===== config.mk =====
export PLATFORM = sky130hd
export DESIGN_NAME = fetch_unit
export DESIGN_NICKNAME = d
export VERILOG_FILES = /design/src/rtl/fetch_unit.sv
export SDC_FILE = /design/constraint.sdc
export NUM_CORES = 1
export LEC_CHECK = 0
export ABC_AREA = 1
export CORE_AREA = 2 2 170 172
export DETAILED_ROUTE_END_ITERATION = 10
export DIE_AREA = 0 0 172 174
export SLEW_MARGIN = 10
export SYNTH_ARGS = -nofsm -noshare
export SYNTH_HDL_FRONTEND = slang
export SYNTH_SLANG_ARGS = --single-unit

===== constraint.sdc =====
create_clock -name clk -period 6.5 [get_ports clk]
set_input_delay 0.975 -clock clk [delete_from_list [all_inputs] [get_ports clk]]
set_output_delay 0.975 -clock clk [all_outputs]
set_load 0.005 [all_outputs]

===== src/rtl/fetch_unit.sv =====
// -----------------------------------------------------------------------------
// fetch_unit
//
// Instruction fetch stage. Owns the program counter, issues in-order word
// fetches to instruction memory over a valid/ready handshake, and holds the
// returned words in a 2-entry instruction buffer whose head is presented to
// decode. A redirect (taken branch / jump) flushes the buffer, reloads the PC
// and marks every fetch still in flight so its response is thrown away.
//
// Ports
//   clk              in   clock, all state changes on the rising edge
//   reset            in   synchronous reset, active low
//   imem_req_valid   out  fetch request
//   imem_req_addr    out  fetch address (current pc, word aligned)
//   imem_req_ready   in   memory accepts the request this cycle
//   imem_resp_valid  in   response word valid (in order, >= 1 cycle latency)
//   imem_resp_data   in   response word
//   redirect         in   taken branch/jump this cycle
//   redirect_pc      in   redirect target, bits [1:0] ignored
//   stall            in   decode cannot take the head this cycle
//   instr_valid      out  buffer head valid
//   instr            out  buffer head word, NOP when empty
//   instr_pc         out  PC of buffer head, 0 when empty
//   pc_plus4         out  instr_pc + 4 (mod 2^32)
//   op/funct3/funct7b5 out  decode fields of instr
// -----------------------------------------------------------------------------
module fetch_unit #(
   parameter logic [31:0] RESET_PC = 32'h0000_0000,
   parameter logic [31:0] NOP      = 32'h0000_0013
) (
   input  logic        clk,
   input  logic        reset,
   output logic        imem_req_valid,
   output logic [31:0] imem_req_addr,
   input  logic        imem_req_ready,
   input  logic        imem_resp_valid,
   input  logic [31:0] imem_resp_data,
   input  logic        redirect,
   input  logic [31:0] redirect_pc,
   input  logic        stall,
   output logic        instr_valid,
   output logic [31:0] instr,
   output logic [31:0] instr_pc,
   output logic [31:0] pc_plus4,
   output logic [6:0]  op,
   output logic [2:0]  funct3,
   output logic        funct7b5
);

   // control state
   logic [31:0] pc;
   logic [1:0]  outstanding;   // accepted requests without a response yet
   logic [1:0]  drop;          // oldest in-flight responses to discard
   logic [1:0]  occ;           // instruction buffer occupancy

   // data state: PCs of in-flight requests (oldest first) and the buffer
   logic [31:0] pcq_p0       [2];
   logic [31:0] ibuf_word_p1 [2];
   logic [31:0] ibuf_pc_p1   [2];

   // next-state values
   logic [31:0] pc_n;
   logic [1:0]  outstanding_n;
   logic [1:0]  drop_n;
   logic [1:0]  occ_n;
   logic [31:0] pcq_n       [2];
   logic [31:0] ibuf_word_n [2];
   logic [31:0] ibuf_pc_n   [2];

   // per-cycle events
   logic        can_pop;
   logic        pop;
   logic        accept;
   logic        discard;
   logic        push;
   logic [2:0]  credit;
   logic [1:0]  pcq_cnt;
   logic [1:0]  ibuf_cnt;
   logic [31:0] redirect_tgt;

   assign redirect_tgt = redirect_pc & 32'hFFFF_FFFC;

   // ---------------------------------------------------------------------------
   // Request stage: credit check and handshake
   // ---------------------------------------------------------------------------
   always_comb begin
      can_pop = instr_valid && !stall;
      // Every in-flight request owns a buffer slot; a head leaving this cycle
      // frees one, which keeps full-rate fetch with 1-cycle memory.
      credit  = {1'b0, outstanding} + {1'b0, occ} - {2'b00, can_pop};
      imem_req_valid = reset && !redirect && (credit < 3'd2);
      imem_req_addr  = pc;

      accept  = imem_req_valid && imem_req_ready;
      pop     = can_pop && !redirect;
      // A response arriving with a redirect belongs to the old path as well.
      discard = imem_resp_valid && (redirect || (drop != 2'd0));
      push    = imem_resp_valid && !discard;
   end

   always_comb begin
      pc_n          = pc;
      outstanding_n = outstanding + {1'b0, accept} - {1'b0, imem_resp_valid};
      drop_n        = drop;
      occ_n         = occ + {1'b0, push} - {1'b0, pop};

      if (redirect) begin
         pc_n   = redirect_tgt;
         // Everything still in flight after this cycle is wrong-path.
         drop_n = outstanding - {1'b0, imem_resp_valid};
         occ_n  = 2'd0;
      end else begin
         if (accept) begin
            pc_n = pc + 32'd4;
         end
         if (imem_resp_valid && (drop != 2'd0)) begin
            drop_n = drop - 2'd1;
         end
      end
   end

   // PC queue: a response retires the oldest entry, an accept appends.
   always_comb begin
      pcq_n   = pcq_p0;
      pcq_cnt = outstanding - {1'b0, imem_resp_valid};
      if (imem_resp_valid) begin
         pcq_n[0] = pcq_p0[1];
      end
      if (accept) begin
         if (pcq_cnt == 2'd0) begin
            pcq_n[0] = pc;
         end else begin
            pcq_n[1] = pc;
         end
      end
   end

   // ---------------------------------------------------------------------------
   // Response stage: instruction buffer (head in entry 0)
   // ---------------------------------------------------------------------------
   always_comb begin
      ibuf_word_n = ibuf_word_p1;
      ibuf_pc_n   = ibuf_pc_p1;
      ibuf_cnt    = occ - {1'b0, pop};
      if (pop) begin
         ibuf_word_n[0] = ibuf_word_p1[1];
         ibuf_pc_n[0]   = ibuf_pc_p1[1];
      end
      if (push) begin
         // The pushed word always belongs to the oldest in-flight request.
         if (ibuf_cnt == 2'd0) begin
            ibuf_word_n[0] = imem_resp_data;
            ibuf_pc_n[0]   = pcq_p0[0];
         end else begin
            ibuf_word_n[1] = imem_resp_data;
            ibuf_pc_n[1]   = pcq_p0[0];
         end
      end
   end

   always_ff @(posedge clk) begin
      if (!reset) begin
         pc          <= RESET_PC;
         outstanding <= 2'd0;
         drop        <= 2'd0;
         occ         <= 2'd0;
      end else begin
         pc          <= pc_n;
         outstanding <= outstanding_n;
         drop        <= drop_n;
         occ         <= occ_n;
      end
   end

   // Data entries are qualified by outstanding/occ and need no reset.
   always_ff @(posedge clk) begin
      pcq_p0       <= pcq_n;
      ibuf_word_p1 <= ibuf_word_n;
      ibuf_pc_p1   <= ibuf_pc_n;
   end

   // ---------------------------------------------------------------------------
   // Decode stage: registered buffer head only
   // ---------------------------------------------------------------------------
   always_comb begin
      instr_valid = (occ != 2'd0);
      instr       = instr_valid ? ibuf_word_p1[0] : NOP;
      instr_pc    = instr_valid ? ibuf_pc_p1[0]   : 32'd0;
      pc_plus4    = instr_pc + 32'd4;
      op          = instr[6:0];
      funct3      = instr[14:12];
      funct7b5    = instr[30];
   end

endmodule


# Word-level counts from Yosys, hierarchy flattened
# Cells that the tools add are included.
# totals
word_cells	65
output_inout_bits	141
reg_bits	230
input_bits	70
# classes
add_sub_neg	11
mux	18
magnitude_cmp	1
reduce_logical	21
bitwise_logic	3
# ops
operator	n
2-to-1 mux 32 bit	13
2-to-1 mux 64 bit	3
adder 32 x 3 -> 32 bit, second input constant	2
logical AND 1 bit	8
nonzero test 2 bit	4
subtractor 2 x 1 -> 2 bit	4
adder 2 x 1 -> 2 bit	2
logical NOT 2 bit	2
2-to-1 mux 2 bit	2
AND reduction 2 bit	2
adder 2 x 2 -> 3 bit	1
logical NOT 1 bit	3
< comparator 3 x 2 -> 1 bit, second input constant	1
inverter 1 bit	3
subtractor 3 x 1 -> 3 bit	1
OR reduction 2 bit	1
subtractor 2 x 1 -> 2 bit, second input constant	1
logical OR 1 bit	1

# Longest topological paths before layout
# depth
ltp_word	8
depth_mapped	20
ltp_nobuf	15

# Worst setup path before layout
# OpenSTA, ideal clock, no wires.
# synth_timing
path_kind	input -> register
from	input port imem_resp_valid
to	register ibuf_pc_p1[0] (netlist name), enable pin
t_required_ns	6.014
slack_ns	1.782
setup_time_ns	0.486
arrival_time_ns	4.232
n_path_buf	1
stages	5
cell_sequence	buf_4 inv_1 nor3_2 inv_1 nor2_1
# synth_via
elab_chain_cells	4
# synth_lines
element	line	text
start, declared	36	input logic imem_resp_valid,
logical AND 1 bit	97	discard = imem_resp_valid && (redirect || (drop != 2'd0));
logical NOT 1 bit	98	push = imem_resp_valid && !discard;
logical AND 1 bit *	98	
AND reduction 2 bit (no line) *	n/a	
end signal, assigned	179	ibuf_pc_p1 <= ibuf_pc_n;
end, declared	59	logic [31:0] ibuf_pc_p1 [2];
# Mark *: on every way between the ends. The rest lies on a longest branch, timed or not.
# A chain may end at the register's enable or synchronous reset.

# Final worst setup path
# layout_timing
from	register occ[1]
to	output port pc_plus4[17]
# layout_via
elab_chain_cells	3
# layout_lines
element	line	text
start, declared	54	logic [1:0] occ;
start signal, assigned	171	occ <= occ_n;
nonzero test 2 bit	186	instr_valid = (occ != 2'd0);
2-to-1 mux 32 bit	188	instr_pc = instr_valid ? ibuf_pc_p1[0] : 32'd0;
adder 32 x 3 -> 32 bit	189	pc_plus4 = instr_pc + 32'd4;
end, declared	44	output logic [31:0] pc_plus4,
# Every way passes these cells.

==> flow_summary.toml <==
[status]
status = "complete, no violations"

[layout]
final_util_pct = 50.2
drive_gt1_share_pct = 7.54
final_nets = 1640
stdcell_count = 1962
final_area_mm2 = 0.0142
diodes = 0
area.growth.synth_to_final_pct = 27.2

[yosys]
ys_ff_latch = 226
yosys.area.top_type = "edfxtp_1"
yosys_most_used_dff = "dfxtp_1"
synth_top_area_share_pct = 25.3
synth_edf_count = 94
netlist_area_mm2 = 0.0111
ys_types = 45
synthCells = 1386
synthArstFlopShare_pct = 0
ys_seq_area_share_pct = 49.0
syn_area_per_cell_um2 = 8.04
ys_warn_count = 0
synth_area_leaders = "edfxtp_1 (25%), dfxtp_1 (24%), nand2_1 (12%), inv_1 (6.3%), nor2_1 (5.1%)"

[routing]
drtPass1Iterations = 5
ant_nets = 0
wl_mm = 29.1
drc = 0
avgViaCountPerCell = 4.77
wl_per_cell_um = 14.8
drt_iter0_markers = 561
via_count = 9359

[timing]
hold_violations = 0
clock.fmax_mhz = 228
min_period_ns = 4.38
maxSlewViolCount = 0
finalCritPeriodShare_pct = 67.4
skew_ns = 0.0151
setup_viol = 0
tightestPinTransition_ns = 1.10
rsz0062_at_grt = "no"
timing.setup.tns_ns = 0
max_slew_margin_pct = 26.4

[place]
portBuffers = 206
gp_congestion = 0.867
dpl.cell_count = 1916
dpl_cell_area_mm2 = 0.0133
dp_hpwl_mm = 20.3

[critical_path]
critPathSlowestCell = "buf_4"
cp-end-kind = "output pin"
cp_top_family = "buffers and inverters"
worstSetupPathType = "reg2out"
path_cells = "nor2_4, buf_4, buf_4, nor2_8, nand2_1, inv_1, nand2_2, nor2_4, nand2_1, xnor2_1, clkdlybuf4s50_1"
critPathMaxFanout = 40
crit_path_start = "occ[1]"
crit_buf_inv = 4
crit_cells = 11
worstPathArrival_ns = 3.41
crit_path_max_incr_delay_ns = 0.60
r2r_start = "occ[1]"
critPathLaunchType = "register"
r2r_cells = 14
cp.required_ns = 5.52

[clock_tree]
cts-root-buf = "clkbuf_16"
clock_sinks = 226
worstSkewPairLatency_ns = 0.52
htree_levels = 1
clk_pin_slew_ns = 0.06
cts_tree = "done"
cts-buffers-inserted = 25
cts_resized = 0
cts_hold_buf = 0
cts_buffer_depth = 3
cts_setup_buffers = 0

[hold_path]
whs_path_depth = 0
hp-start = "pcq_p0[58]"
min_path_type = "reg2reg"

[grt]
antenna_found_initial = 0
first_global_vias = 9024
grt_overflow_total = 0
grt_start_max_net_pins = 65
grt_pass1_wl_mm = 46.3
track_usage_pct = 19.2

[floorplan]
die_y_um = 174
die-area_mm2 = 0.0299
coreArea_mm2 = 0.0282
initial_utilization_pct = 39.5
io-pin-count = 211
placementRows = 62
die_w_um = 172

[flow_run]
cap_violations = 0

[power]
leakagePower_nw = 5.84
vdd_drop_max_v = 0.000183
power_density_mw_per_mm2 = 273
==> Yosys cell counts, types with 3 or more instances <==
master and count:
nand2_1 366, inv_1 186, nor2_1 152, dfxtp_1 132, o21ai_0 96, edfxtp_1 94
nand3_1 58, a31oi_1 40, a21oi_1 24, buf_4 22, buf_2 20, o211ai_1 19
nor2_2 17, o21ai_1 15, clkbuf_1 14, xor2_1 14, nor2_4 12, ha_1 10
o211ai_2 10, xnor2_1 10, buf_6 8, nand4_1 7, nand3b_1 6, nand2_2 5
nor2_8 5, nor3_2 5, or2_2 5, mux2i_1 4, nor3_1 4, and2_1 3
buf_1 3, clkbuf_2 3, inv_2 3, nand3_2 3
==> sequential cells by signal, indices dropped and copies added, names as in the netlist <==
name,cells
ibuf_pc_p1,64
outstanding,2
occ,2
drop,2
ibuf_word_p1,64
imem_req_addr,30
pcq_p0,62
==> cells by family (layout without fill, tap and decap cells) <==
family,after synthesis,in the layout,share of synthesized area [%]
and+or+nand+nor,650,650,25.8
buffers and inverters,262,453,10.5
DFF,226,226,49.0
AOI/OAI and AO/OA,208,208,11.0
xor gates and xnor gates,24,24,1.89
adders and majority gates,11,11,1.30
muxes,4,4,0.359
other,1,2,0.0337
==> worst register-to-register path, delay by kind of cell, from the launching register on <==
family	cells	cell delay, ns
flops	1	0.45
fa+ha+maj	2	0.73
buf+inv	3	0.36
simple gates	9	1.63
==> placed cells by master, fill, tap and decap left out, types with 3 or more instances in the layout <==
cell type / netlist / layout
clkbuf_16: 0 / 25
o21ai_0: 96 / 96
o211ai_2: 10 / 10
clkinv_1: 1 / 4
nor2_8: 5 / 5
clkinvlp_4: 0 / 3
nor3_2: 5 / 5
xnor2_1: 10 / 10
clkbuf_1: 14 / 5
nand3_2: 3 / 3
nand3_1: 58 / 58
mux2i_1: 4 / 4
o21ai_1: 15 / 15
nor3_1: 4 / 4
nand2_2: 5 / 4
ha_1: 10 / 10
xor2_1: 14 / 14
clkinv_2: 0 / 3
nor2_2: 17 / 16
nor2_1: 152 / 151
buf_4: 22 / 10
nand4_1: 7 / 7
nand3b_1: 6 / 6
dfxtp_1: 132 / 132
inv_2: 3 / 3
a21oi_1: 24 / 23
clkdlybuf4s50_1: 0 / 206
or2_2: 5 / 5
o211ai_1: 19 / 19
and2_1: 3 / 3
a31oi_1: 40 / 40
bufinv_16: 0 / 4
inv_1: 186 / 186
edfxtp_1: 94 / 94
nand2_1: 366 / 366
nor2_4: 12 / 14
==> report_power, final <==
group | internal [mW] | switching [mW] | total [mW]
Combinational | 0.283 | 0.352 | 0.634
Clock | 0.880 | 0.578 | 1.46
Sequential | 1.66 | 0.113 | 1.77
==> path summary, 6_finish.rpt <==
kind	end	slack, ns
setup / recovery	pc_plus4[17]	2.12
hold / removal	ibuf_pc_p1[26]	0.43
setup reg to reg	imem_req_addr[7]	3.23
hold reg to reg	ibuf_pc_p1[26]	0.43
==> area by class of cell <==
class / instances / area (um2)
clock buffer: 31 / 658
sequential: 226 / 5470
inverter: 191 / 719
tap: 384 / 480
fill: 2734 / 14100
clock inverter: 15 / 186
multi-input combinational: 899 / 4530
timing repair buffer: 216 / 2140
==> per-stage QoR <==
step	hold slack [ns]	setup slack, ns	power (mW)
2_1_floorplan	0.408	1.78	2.20
3_3_place_gp	0.408	2.22	2.42
3_5_place_dp	0.413	2.23	2.44
4_1_cts	0.426	2.02	3.91
5_1_grt	0.431	1.92	4.06
6_report	0.426	2.12	3.87
==> layer usage <==
metal / share of wire, % / up-vias / GRT usage [%]
met2: 45 / 291 / 31.1
met5: 0 / - / 0
met4: 2.5 / 0 / 5.36
li1: - / 4782 / -
met1: 47 / 4240 / 27.0
met3: 6.2 / 46 / 2.69
Note: power is estimated with default switching activity, not from simulation.
